===== src/rtl/vga_pkg.sv =====
// vga_pkg: shared VGA axis timing type, 640x480@60 defaults, and axis size helpers
package vga_pkg;
  typedef struct packed {
    int sync;
    int bp;
    int vis;
    int fp;
  } vga_axis_t;
  localparam vga_axis_t VGA_H_640 = '{sync: 96, bp: 48, vis: 640, fp: 16};
  localparam vga_axis_t VGA_V_480 = '{sync: 2, bp: 29, vis: 480, fp: 10};
  localparam int VGA_CLK_DIV = 2;
  function automatic int axis_total(vga_axis_t a);
    return a.sync + a.bp + a.vis + a.fp;
  endfunction
  function automatic int axis_width(vga_axis_t a);
    return axis_total(a) > 1 ? $clog2(axis_total(a)) : 1;
  endfunction
endpackage


===== src/rtl/vga_axis_timer.sv =====
// vga_axis_timer: one raster axis counter (sync,bp,vis,fp); ports clk, clear, step -> count, wrap, in_sync, in_vis, idx
module vga_axis_timer import vga_pkg::*; #(
  parameter vga_axis_t AX = VGA_H_640,
  parameter int IW = 10,
  localparam int CW = axis_width(AX)
) (
  input  logic          clk,
  input  logic          clear,
  input  logic          step,
  output logic [CW-1:0] count,
  output logic          wrap,
  output logic          in_sync,
  output logic          in_vis,
  output logic [IW-1:0] idx
);
  localparam int TOT = axis_total(AX);
  localparam int VIS0 = AX.sync + AX.bp;
  always_ff @(posedge clk)
    count <= clear ? '0 : step ? (wrap ? '0 : count + CW'(1)) : count;
  always_comb begin
    wrap = count == CW'(TOT - 1);
    in_sync = count < CW'(AX.sync);
    in_vis = count >= CW'(VIS0) && count <= CW'(VIS0 + AX.vis - 1);
    idx = in_vis ? IW'(count - CW'(VIS0)) : '0;
  end
endmodule


===== src/rtl/vga_timing_gen.sv =====
// vga_timing_gen: parametrised VGA raster timing; CLOCK_50, reset, en -> pix_en, HS, VS, blank, row, col, line_start, frame_start (+frame_cnt when VGA_FRAME_CNT_EN)
module vga_timing_gen import vga_pkg::*; #(
  parameter int CLK_DIV = VGA_CLK_DIV,
  parameter int H_SYNC = VGA_H_640.sync,
  parameter int H_BP = VGA_H_640.bp,
  parameter int H_VIS = VGA_H_640.vis,
  parameter int H_FP = VGA_H_640.fp,
  parameter int V_SYNC = VGA_V_480.sync,
  parameter int V_BP = VGA_V_480.bp,
  parameter int V_VIS = VGA_V_480.vis,
  parameter int V_FP = VGA_V_480.fp,
  parameter int SYNC_ACT_LOW = 1,
  parameter int COL_W = 10,
  parameter int ROW_W = 9
) (
  input  logic             CLOCK_50,
  input  logic             reset,
  input  logic             en,
  output logic             pix_en,
  output logic             HS,
  output logic             VS,
  output logic             blank,
  output logic [ROW_W-1:0] row,
  output logic [COL_W-1:0] col,
  output logic             line_start,
  output logic             frame_start
`ifdef VGA_FRAME_CNT_EN
  ,
  output logic [15:0]      frame_cnt
`endif
);
  localparam vga_axis_t H_AX = '{sync: H_SYNC, bp: H_BP, vis: H_VIS, fp: H_FP};
  localparam vga_axis_t V_AX = '{sync: V_SYNC, bp: V_BP, vis: V_VIS, fp: V_FP};
  localparam int PW = CLK_DIV > 1 ? $clog2(CLK_DIV) : 1;
  localparam int HW = axis_width(H_AX);
  localparam int VW = axis_width(V_AX);
  localparam logic POL = SYNC_ACT_LOW != 0;
  logic [PW-1:0] pcnt;
  logic pdone;
  logic [HW-1:0] hcnt;
  logic [VW-1:0] vcnt;
  logic h_wrap, h_sync, h_vis, v_sync, v_vis, v_wrap_unused;
  logic [COL_W-1:0] h_idx;
  logic [ROW_W-1:0] v_idx;
  always_ff @(posedge CLOCK_50)
    pcnt <= reset ? '0 : en ? (pdone ? '0 : pcnt + PW'(1)) : pcnt;
  vga_axis_timer #(.AX(H_AX), .IW(COL_W)) u_h (
    .clk(CLOCK_50), .clear(reset), .step(pix_en),
    .count(hcnt), .wrap(h_wrap), .in_sync(h_sync), .in_vis(h_vis), .idx(h_idx)
  );
  vga_axis_timer #(.AX(V_AX), .IW(ROW_W)) u_v (
    .clk(CLOCK_50), .clear(reset), .step(pix_en & h_wrap),
    .count(vcnt), .wrap(v_wrap_unused), .in_sync(v_sync), .in_vis(v_vis), .idx(v_idx)
  );
  always_comb begin
    pdone = pcnt == PW'(CLK_DIV - 1);
    pix_en = en & pdone;
    HS = h_sync ^ POL;
    VS = v_sync ^ POL;
    blank = ~(h_vis & v_vis);
    col = blank ? '0 : h_idx;
    row = blank ? '0 : v_idx;
    line_start = en & (hcnt == '0) & (pcnt == '0);
    frame_start = line_start & (vcnt == '0);
  end
`ifdef VGA_FRAME_CNT_EN
  logic seen;
  always_ff @(posedge CLOCK_50)
    if (reset) begin
      seen <= 1'b0;
      frame_cnt <= '0;
    end else if (frame_start) begin
      seen <= 1'b1;
      frame_cnt <= frame_cnt + {15'd0, seen};
    end
`endif
endmodule


===== config.mk =====
export PLATFORM = sky130hd
export DESIGN_NAME = vga_timing_gen
export DESIGN_NICKNAME = d
export VERILOG_FILES = /design/src/rtl/vga_pkg.sv /design/src/rtl/vga_axis_timer.sv /design/src/rtl/vga_timing_gen.sv
export SDC_FILE = /design/constraint.sdc
export NUM_CORES = 1
export LEC_CHECK = 0
export ABC_AREA = 1
export BUFFER_PORTS_ARGS = -buffer_cell sky130_fd_sc_hd__buf_2
export CAP_MARGIN = 15
export CELL_PAD_IN_SITES_DETAIL_PLACEMENT = 1
export CELL_PAD_IN_SITES_GLOBAL_PLACEMENT = 2
export CORE_ASPECT_RATIO = 0.9
export CORE_MARGIN = 5
export CORE_UTILIZATION = 32
export DETAILED_ROUTE_END_ITERATION = 10
export PLACE_DENSITY_LB_ADDON = 0.1
export SLEW_MARGIN = 20
export SYNTH_ARGS = -nofsm -noshare
export SYNTH_HDL_FRONTEND = slang
export SYNTH_HIERARCHICAL = 1
export SYNTH_SLANG_ARGS = --single-unit

===== constraint.sdc =====
create_clock -name CLOCK_50 -period 5.2 [get_ports CLOCK_50]
set_clock_uncertainty 0.1 [all_clocks]
set_input_delay 0.52 -clock CLOCK_50 [delete_from_list [all_inputs] [get_ports CLOCK_50]]
set_output_delay 0.52 -clock CLOCK_50 [all_outputs]
set_load 0.1 [all_outputs]

==> run metrics <==
Most common cell on crit path=nand2_1; reg2reg path depth=12; vias in the first global route=~1800; Post-Syn Area=1840 um2; syn_nets=approximately 320; status=completed; Post-CTS Setup Inserts=0; fin crit share=66.6%; detailed placement HPWL=4130 um; crit path launch=u_h/count[4]; share of layout cells above drive strength 1=between 10% and 20%; maximum root-to-sink buffer count=2; global-route wire length before repair=between 8000 and 9000 um; Fill cells=between 700 and 800; crit path time final=3470 ps; largest fanout on the critical path=20; chip width=roughly 90 um; CORE AREA=~5600 um2; diode count=0; Fmax achieved=approximately 0.29 GHz; drt drc=0; RR Startpoint=u_h/count[0]; die area=about 7400 um2; Critical Path RT=approximately 4600 ps; min-delay worst type=register to register; 1st-iter DRT viols=about 60; buffers and inverters on the worst path=3; ANT nets after route=0; Total GRT Usage=between 10 and 15%; fin nets=between 300 and 400; Worst setup EP type=output pin; RSZ-0062 raised after global routing=false; routed wire length per instance=about 13 um; Die Ht=slightly above 80 um; H-Tree Depth=1; slew of the pin with the lowest slew margin=just under 700 ps; Max Slew Vio Count=0; Post-Synthesis Cells=around 300; Root Buffer=clkbuf_8; cts bufs inserted=3; Worst-path clk slew=approximately 90 ps; Worst path depth=10; post-CTS sizing=0; CTS sink count=21; Pleak=around 0.90 nW; I/O Pins=28; Critical Path AT=~2900 ps; P&R area growth vs syn=12.4%; CP max stage delay=approximately 480 ps; reg2reg setup slack=2730 ps; P per Cell Area=about 150 nW/um2; via count=1807; largest net degree at the start of global routing=21; DRT Pass-1 Iters=4; Slew headroom=roughly 54%; Critical Path Sink=col[8]; slowest CP cell=dfxtp_1; Max Cap Viol=0; RePlAce Congestion=a little under 0.8; Via density=4.51; initial core utilization=around a third; CTS tree=yes; clk_lat worst skew=roughly 270 ps; Final TNS setup=0 ps; # rows=26; final WL=5060 um; hold buffers post-CTS=0; final setup vio count=0; Reg2Reg Capture Point=u_v/count[8]; count of final hold-check violations=0; CP Cell Sequence=inv_1 > ha_1 > nand2_1 > nand2_1 > nand3b_1 > nand2_2 > inv_2 > nand2_1 > nor2_1 > buf_2; Startpoint Class=register; antenna violations before repair=0; Synth warnings=6; final total power=0.000308 W; worst vdd ir=103 uV; IO Port Bufs=27; Avg Cell Area, Syn=around 6.0 um2; CP top delay family=simple AND/OR/NAND/NOR gates; Crit Path Class=register to output pin; GRT overflow=0
worst min-delay path by stage:
stage / startpoint / cells after the start / endpoint
final: pcnt / 2 / pcnt
after global routing: en / 3 / pcnt
after CTS: pcnt / 2 / pcnt
after detailed placement: pcnt / 2 / pcnt
after global placement: pcnt / 2 / pcnt
after floorplan: pcnt / 2 / pcnt
tightest hold or removal path: cells and delay by family, from the launching register on:
kind | cells | cell delay [ps]
flops | 1 | 330
simple gates | 2 | 150
cell type report:
| cell class | count | area, um2 | area share [%] |
|---|---|---|---|
| well taps | 70 | 87.6 | 4.24 |
| inverters | 66 | 250 | 12.1 |
| multi-input cells | 213 | 1130 | 54.5 |
| clock buffers | 3 | 41.3 | 2.00 |
| repair buffers | 27 | 135 | 6.54 |
| clock inverters | 1 | 5.00 | 0.242 |
| flip-flops and latches | 21 | 420 | 20.3 |
state kept, by name (all words and copies together) (netlist names):
signal,count
pcnt,1
u_v/count,10
u_h/count,10
layer usage:
metal / GRT usage (%) / part of all wire (%)
met4: 4.02 / 0.87
met2: 21.1 / 38
met5: 0 / 0
met1: 22.1 / 57
met3: 3.75 / 3.8
placed cells by master (no fill, tap or decap), drive strengths merged, types with 2 or more instances in the layout:
master	count
o21bai	2
xnor2	2
xor2	8
nand2	62
a21oi	9
and2	2
dfxtp	21
buf	27
o21ai	5
clkbuf	3
nor2	80
nand4	7
nor3	2
ha	8
nand3	20
inv	66
through the flow:
| stage | cell area, um2 | worst slack [ps] | hold WS (ps) | std cells | utilization (%) |
|---|---|---|---|---|---|
| after global placement | 2020 | 2020 | 403 | 397 | 35.9 |
| after detailed placement | 2020 | 1950 | 407 | 397 | 35.9 |
| final | 2070 | 1730 | 420 | 401 | 36.7 |
| after CTS | 2070 | 1650 | 420 | 401 | 36.7 |
| after global routing | 2070 | 1380 | 478 | 401 | 36.7 |
| after floorplan | 1840 | 1620 | 387 | 306 | - |
report_power, final:
group	total, W	leakage (nW)	switching [W]	internal (W)
clock network	0.000114	0.0255	0.0000606	0.0000536
logic	0.0000304	0.704	0.0000248	0.00000564
registers	0.000164	0.170	0.00000162	0.000162
total	0.000308	0.899	0.0000870	0.000221
No activity file was read; power rests on OpenSTA's default activity.
